<file path="config.mk">
export PLATFORM = sky130hd
export DESIGN_NAME = muldiv_unit
export DESIGN_NICKNAME = d
export VERILOG_FILES = /design/src/rtl/muldiv_unit.sv
export SDC_FILE = /design/constraint.sdc
export NUM_CORES = 1
export LEC_CHECK = 0
export CAP_MARGIN = 10
export CORE_MARGIN = 5
export CORE_UTILIZATION = 28
export CTS_CLUSTER_DIAMETER = 120
export DETAILED_ROUTE_END_ITERATION = 10
export PLACE_DENSITY = 0.49
export SKIP_CTS_REPAIR_TIMING = 1
export SYNTH_ARGS = -nofsm -noshare
export SYNTH_HDL_FRONTEND = slang
export SYNTH_SLANG_ARGS = --single-unit
</file>
<file path="constraint.sdc">
create_clock -name clk -period 9.6 [get_ports clk]
set_clock_uncertainty 0.1 [all_clocks]
set_input_delay 2.88 -clock clk [delete_from_list [all_inputs] [get_ports clk]]
set_output_delay 2.88 -clock clk [all_outputs]
set_load 0.005 [all_outputs]
</file>
<file path="src/rtl/muldiv_unit.sv">
// Iterative multiply/divide unit with architectural HI/LO registers.
// Radix-2 shift-add multiply and restoring divide, one bit per clock, fixed latency.
module muldiv_unit #(
    parameter int unsigned WIDTH = 32
) (
    input  logic             clk,
    input  logic             reset,
    input  logic             start,
    input  logic [1:0]       op,
    input  logic [WIDTH-1:0] rs_data,
    input  logic [WIDTH-1:0] rt_data,
    input  logic             hi_we,
    input  logic             lo_we,
    input  logic [WIDTH-1:0] hi_wdata,
    input  logic [WIDTH-1:0] lo_wdata,
    output logic             busy,
    output logic             done,
    output logic [WIDTH-1:0] hi,
    output logic [WIDTH-1:0] lo
);

    localparam int unsigned AW = 2 * WIDTH;
    localparam int unsigned CW = (WIDTH > 1) ? $clog2(WIDTH) : 1;

    typedef enum logic [1:0] {
        S_IDLE = 2'd0,
        S_RUN  = 2'd1,
        S_FIX  = 2'd2
    } state_e;

    state_e            state_q, state_d;
    logic              is_div_q, is_div_d;
    logic              neg_q, neg_d;      // negate product / quotient
    logic              rneg_q, rneg_d;    // negate remainder
    logic              div0_q, div0_d;
    logic [WIDTH-1:0]  mag_q, mag_d;      // multiplicand or divisor magnitude
    logic [AW-1:0]     acc_q, acc_d;      // product accumulator or {remainder, quotient}
    logic [CW-1:0]     cnt_q, cnt_d;
    logic [WIDTH-1:0]  hi_q, hi_d;
    logic [WIDTH-1:0]  lo_q, lo_d;
    logic              done_q, done_d;

    logic              sgn_op;
    logic [WIDTH-1:0]  rs_mag;
    logic [WIDTH-1:0]  rt_mag;
    logic [WIDTH:0]    mul_sum;
    logic [WIDTH:0]    div_up;
    logic [WIDTH:0]    div_diff;
    logic [AW-1:0]     prod_fix;
    logic [WIDTH-1:0]  quo;
    logic [WIDTH-1:0]  rem;

    // Datapath helpers: operand magnitudes, one iteration step, and sign fix-up
    always_comb begin
        sgn_op   = ~op[0];
        rs_mag   = (sgn_op && rs_data[WIDTH-1]) ? (~rs_data + WIDTH'(1)) : rs_data;
        rt_mag   = (sgn_op && rt_data[WIDTH-1]) ? (~rt_data + WIDTH'(1)) : rt_data;
        mul_sum  = {1'b0, acc_q[AW-1:WIDTH]} + {1'b0, (acc_q[0] ? mag_q : {WIDTH{1'b0}})};
        div_up   = {acc_q[AW-1:WIDTH], acc_q[WIDTH-1]};
        div_diff = div_up - {1'b0, mag_q};
        prod_fix = neg_q ? (~acc_q + AW'(1)) : acc_q;
        quo      = neg_q ? (~acc_q[WIDTH-1:0] + WIDTH'(1)) : acc_q[WIDTH-1:0];
        rem      = rneg_q ? (~acc_q[AW-1:WIDTH] + WIDTH'(1)) : acc_q[AW-1:WIDTH];
    end

    // Next-state and register-update logic
    always_comb begin
        state_d  = state_q;
        is_div_d = is_div_q;
        neg_d    = neg_q;
        rneg_d   = rneg_q;
        div0_d   = div0_q;
        mag_d    = mag_q;
        acc_d    = acc_q;
        cnt_d    = cnt_q;
        hi_d     = hi_q;
        lo_d     = lo_q;
        done_d   = 1'b0;

        case (state_q)
            S_IDLE: begin
                if (start) begin
                    is_div_d = op[1];
                    neg_d    = sgn_op && (rs_data[WIDTH-1] ^ rt_data[WIDTH-1]);
                    rneg_d   = sgn_op && rs_data[WIDTH-1];
                    div0_d   = op[1] && (rt_data == '0);
                    mag_d    = op[1] ? rt_mag : rs_mag;
                    acc_d    = {{WIDTH{1'b0}}, (op[1] ? rs_mag : rt_mag)};
                    cnt_d    = '0;
                    state_d  = S_RUN;
                end else begin
                    if (hi_we) hi_d = hi_wdata;
                    if (lo_we) lo_d = lo_wdata;
                end
            end
            S_RUN: begin
                if (is_div_q) begin
                    acc_d = {(div_diff[WIDTH] ? div_up[WIDTH-1:0] : div_diff[WIDTH-1:0]),
                             acc_q[WIDTH-2:0], ~div_diff[WIDTH]};
                end else begin
                    acc_d = {mul_sum, acc_q[WIDTH-1:1]};
                end
                if (cnt_q == CW'(WIDTH - 1)) begin
                    cnt_d   = '0;
                    state_d = S_FIX;
                end else begin
                    cnt_d = cnt_q + CW'(1);
                end
            end
            S_FIX: begin
                if (is_div_q) begin
                    lo_d = div0_q ? {WIDTH{1'b1}} : quo;
                    hi_d = rem;
                end else begin
                    hi_d = prod_fix[AW-1:WIDTH];
                    lo_d = prod_fix[WIDTH-1:0];
                end
                done_d  = 1'b1;
                state_d = S_IDLE;
            end
            default: state_d = S_IDLE;
        endcase
    end

    // State and datapath registers with synchronous reset
    always_ff @(posedge clk) begin
        if (reset) begin
            state_q  <= S_IDLE;
            is_div_q <= 1'b0;
            neg_q    <= 1'b0;
            rneg_q   <= 1'b0;
            div0_q   <= 1'b0;
            mag_q    <= '0;
            acc_q    <= '0;
            cnt_q    <= '0;
            hi_q     <= '0;
            lo_q     <= '0;
            done_q   <= 1'b0;
        end else begin
            state_q  <= state_d;
            is_div_q <= is_div_d;
            neg_q    <= neg_d;
            rneg_q   <= rneg_d;
            div0_q   <= div0_d;
            mag_q    <= mag_d;
            acc_q    <= acc_d;
            cnt_q    <= cnt_d;
            hi_q     <= hi_d;
            lo_q     <= lo_d;
            done_q   <= done_d;
        end
    end

    assign busy = (state_q != S_IDLE);
    assign done = done_q;
    assign hi   = hi_q;
    assign lo   = lo_q;

endmodule

</file>
# Word-level counts from Yosys, hierarchy flattened
# Cells that the tools add are included.
# word_totals
reg_bits	172
inputBits	135
wordCells	77
# classes
reduce_logical	14
eq_ne	8
bitwise_logic	8
n_mux	28
add_sub_neg	8
# op_table
op	count
32-bit two-way mux	15
64-bit two-way mux	3
32-bit by 1-bit adder with 32-bit output, second input constant	4
32-bit NOT	4
32-bit case mux with 2 select lines	2
64-bit case mux with 2 select lines	1
64-bit by 1-bit adder with 64-bit output, second input constant	1
64-bit NOT	1
32-bit by 32-bit adder with 33-bit output	1
33-bit by 32-bit subtractor with 33-bit output	1
32-bit zero test	1
5-bit two-way mux	2
2-bit inequality test, second input constant	5
5-bit case mux with 2 select lines	1
2-bit AND reduction	3
3-bit AND reduction	2
2-bit nonzero test	3
5-bit by 1-bit adder with 5-bit output, second input constant	1
5-bit equality test, second input constant	1
1-bit logical AND	4
2-bit two-way mux	2
2-bit case mux with 2 select lines	1
2-bit by 1-bit equality test with 1-bit output, second input constant	1
2-bit equality test, second input constant	1
4 further kinds	5

# Logic depth before layout (Yosys ltp)
# logic_depth
depth_word	6
mapped_depth	14

# Least setup slack after synthesis
# Ideal clock, no wire load.
# synth_path
path_kind	input to register
startpoint	input port rt_data[9]
endpoint	register acc_q[25]
required_ns	9.378
cell_stages	9
t_arrival_ns	5.175
setup_slack_ns	4.203
path_buffers	0
path_cell_list	nor4_1 > or3b_2 > nor4bb_1 > and2_1 > inv_1 > o21ai_0 > xor2_1 > a21oi_1 > a221o_1
# synth_via
elab_chain_len	6
# synth_rtl
element	line_no	source
from (decl)	11	input logic [WIDTH-1:0] rt_data,
32-bit NOT	57	rt_mag = (sgn_op && rt_data[WIDTH-1]) ? (~rt_data + WIDTH'(1)) : rt_data;
32-bit by 1-bit adder with 32-bit output	57	
32-bit two-way mux	57	
32-bit two-way mux	88	acc_d = {{WIDTH{1'b0}}, (op[1] ? rs_mag : rt_mag)};
64-bit two-way mux	82	if (start) begin
64-bit case mux with 2 select lines	80	case (state_q)
to (signal assigned)	134	acc_q <= '0;
to (signal assigned)	146	acc_q <= acc_d;
to (decl)	37	logic [AW-1:0] acc_q, acc_d;
# Every way passes these cells. The select of a mux whose other input is x is not followed.
# A chain may end at the register's enable or synchronous reset.

# Final worst setup path
# Same ends and word-level chain as after synthesis.

==> results.md <==
- Share of layout cells above drive strength 1: 4.34%
- Compound-gate portion of the synthesized area: 29.7%
- Pleak: 0.00644 uW
- Setup Viol. Count Final: 0
- Top_reg_cell synth: dfxtp_1
- Sequential element share of the synthesized area: 24.1%
- Synth Area in XOR/XNOR: 10.4%
- Remaining DRCs: 0
- Pwr dens: 130 nW/um^2
- Ratio of final minimum period to clock period: 65.1%
- Worst slew pin tran: 1.25 ns
- Sw Ratio: 36.5%
- First-pass GRT wire length: 86,400 um
- Row count: 82
- Min-Delay Path Depth: 2
- Largest family of logic cells by synthesized area: compound AO/OA/AOI/OAI gates
- Post-Synth Simple-Gate Area: 18.7%
- Final max-slew violation count: 0
- Final ANT Viol Nets: 0
- Worst Path Max Fanout: 4
- Starting Density: 28.4%
- Worst-path cell chain: clkdlybuf4s50_1, nor4_1, or3b_2, nor4bb_1, and2_1, inv_1, o21ai_0, xor2_1, a21oi_1, a221o_1
- Post-Syn Area per Cell: 7.51 um^2
- Arrival time worst endpoint: 6.53 ns
- Reg power frac: 36.1%
- Synth top area cells: dfxtp_1 (24%), a21oi_1 (6.4%), xnor2_1 (6.4%)
- Fillers: 5,351
- Unrepaired setup endpoints after global routing: false
- IO Pins: 201
- Total of max-cap violations: 0
- Post-synth EDFFs: 0
- Number of synthesized register bits: 172
- Routed vias: 14,700
- Global Route Usage Sum: 19.6%
- Die span in y: 236 um
- CP max stage delay: 0.87 ns
- Setup TNS: 0 ns
- Synthesized netlist cell count: 1,906
- Synth top cells by count: nand2_1 (186), a21oi_1 (183), nor2_1 (180)
- Highest-delay cell along the critical path: nor4bb_1
- Grt ovf: 0
- Combinational power share: 32.0%
- Async SR Flop Fraction: 0%
- Psw: 824 uW
- Largest net degree at the start of global routing: 82
- Slew headroom: 16.2%
- Tot Pwr: 2260 uW
- Placer Congestion: 0.908
- Post-Syn Area: 14,300 um^2
- CTS H-tree lvls: 4
- Reg-to-reg critical path startpoint: acc_q[0]$_SDFFE_PP0P_
- TritonCTS clock tree: done
- Net Count, Synth: 2,113
- Post-Route WL: 56,800 um
- Flop-to-flop setup slack: 4.44 ns
- Worst Hold Launch: lo[20]$_SDFFE_PP0P_
- Number of DRC markers in iteration 0: 1,033
- DR pass1 iterations: 6
- Mux contribution to synthesized area: 5.27%
- Adder-cell share of the synthesized area: 6.40%
- Crit end category: flip-flop
- Worst R2R End: acc_q[61]$_SDFFE_PP0P_
- DP HPWL: 44,000 um
- Buffers on Ports: 200
- Maximum clock path buffer count: 2
- Initial antenna violation count: 1
- WHS Endpoint: lo[20]$_SDFFE_PP0P_
- Syn. warnings: 0
- Routed vias/inst: 5.45
- Status: finished, final reports clean
- Chip Width: 236 um
- Critical Path RT: 9.88 ns
- Int Pwr: 1440 uW
- Fin nets: 2,222
- Min cycle time layout: 6.25 ns
- Synth cell types: 74
- FF-to-FF path depth: 12
- Synth top area share: 24.1%
- Core area: 50,400 um^2
- Critical path launch point type: primary input
- Worst skew pair latency: 0.49 ns
- Clock root cell: clkbuf_16
- Clock Pin Slew Worst Setup and Hold Paths: 0.07 ns
- CTS Buf Count: 17
- Final Hold Violating Endpoints: 0
- WL per Instance: 21.0 um
- Most frequent cell after synthesis: nand2_1
- Clock share of power: 31.9%
- Vias in the first global route: 14,200
- WS Path Type: primary input to flip-flop
- Clk sinks: 172
- Final Util: 34.6%
- Hold_ws: 0.352 ns
- Yosys top cell by area: dfxtp_1
- Full die area: 55,700 um^2
- F_max: 160 MHz
- Synth-to-Final Area Change: 21.7%
- Peak supply drop: 0.109 mV
- Hold Path Class: flip-flop to flip-flop
-- kinds of logic after synthesis --
family | after synthesis
compound gates | 640
xor+xnor | 170
fa+ha+maj | 72
buf+inv | 204
flops | 172
mux | 75
simple gates | 573
-- power groups by stage --
stage	combinational, uW	sequential [uW]	clock, uW
floorplan	475	803	0
global placement	716	830	0
detailed placement	718	831	0
CTS	722	814	743
global route	789	822	768
finish	724	815	721
-- area by class of cell --
type                       instances  area, um^2  share of cell area [%]
clock inverter                    12         140                   0.804
multi-input combinational       1530       10100                    58.2
tap                              672         841                    4.83
clock buffer                      19         433                    2.48
sequential                       172        3440                    19.8
inverter                          75         282                    1.62
timing repair buffer             219        2140                    12.3
antenna                            2        5.00                  0.0287
-- worst max-delay path by stage --
stage / slack (ns) / from / depth (start not counted) / to
2_1_floorplan: 4.20 / rt_data[9] / 9 / acc_q[25]$_SDFFE_PP0P_
5_1_grt: 3.06 / rt_data[3] / 10 / acc_q[25]$_SDFFE_PP0P_
6_report: 3.35 / rt_data[9] / 10 / acc_q[25]$_SDFFE_PP0P_
4_1_cts: 3.45 / rt_data[9] / 10 / acc_q[25]$_SDFFE_PP0P_
3_3_place_gp: 2.99 / rt_data[9] / 10 / acc_q[25]$_SDFFE_PP0P_
3_5_place_dp: 2.92 / rt_data[9] / 10 / acc_q[25]$_SDFFE_PP0P_
-- worst max-delay path: cells and delay by family --
kind,cells,cell delay (ns)
XOR/XNOR,1,0.21
buffers and inverters,2,0.53
AO/OA/AOI/OAI,3,0.59
AND/OR/NAND/NOR,4,2.32
-- routing by layer --
| metal | part of all wire [%] | track usage, % | wire length, um |
|---|---|---|---|
| met5 | 0 | 0 | 0 |
| met4 | 1.5 | 4.82 | 832 |
| met3 | 5.3 | 3.54 | 3010 |
| met2 | 46 | 31.4 | 26200 |
| met1 | 47 | 27.3 | 26800 |
-- sequential cells by signal, summed over array words and instances (netlist names) --
register  flops
lo           32
neg_q         1
rneg_q        1
hi           32
is_div_q      1
mag_q        32
state_q       2
div0_q        1
cnt_q         5
acc_q        64
done          1
-- cell usage in the layout, fill, tap and decap left out, drive strengths merged, types with 13 or more instances in the layout --
| master | n |
|---|---|
| a21o | 30 |
| o21ai | 110 |
| dfxtp | 172 |
| nor2b | 21 |
| ha | 70 |
| xor2 | 66 |
| o31ai | 16 |
| inv | 78 |
| clkbuf | 19 |
| xnor2 | 104 |
| nor4 | 17 |
| a22oi | 14 |
| buf | 21 |
| nor2 | 180 |
| or3 | 18 |
| a221oi | 13 |
| a211oi | 81 |
| o41ai | 14 |
| o221ai | 34 |
| o22ai | 19 |
| mux2i | 72 |
| nor3 | 35 |
| nand2b | 26 |
| a31oi | 19 |
| o211ai | 29 |
| nand2 | 186 |
| nand3 | 24 |
| a21oi | 183 |
| clkdlybuf4s50 | 198 |
-- stage by stage --
stage / worst slack (ns) / cells / cell area, um^2
floorplan: 4.20 / 1906 / 14300
global placement: 2.99 / 2668 / 16800
detailed placement: 2.92 / 2668 / 16800
CTS: 3.45 / 2699 / 17400
global route: 3.06 / 2700 / 17400
finish: 3.35 / 2701 / 17400
Power figures use the tool's default switching activity.
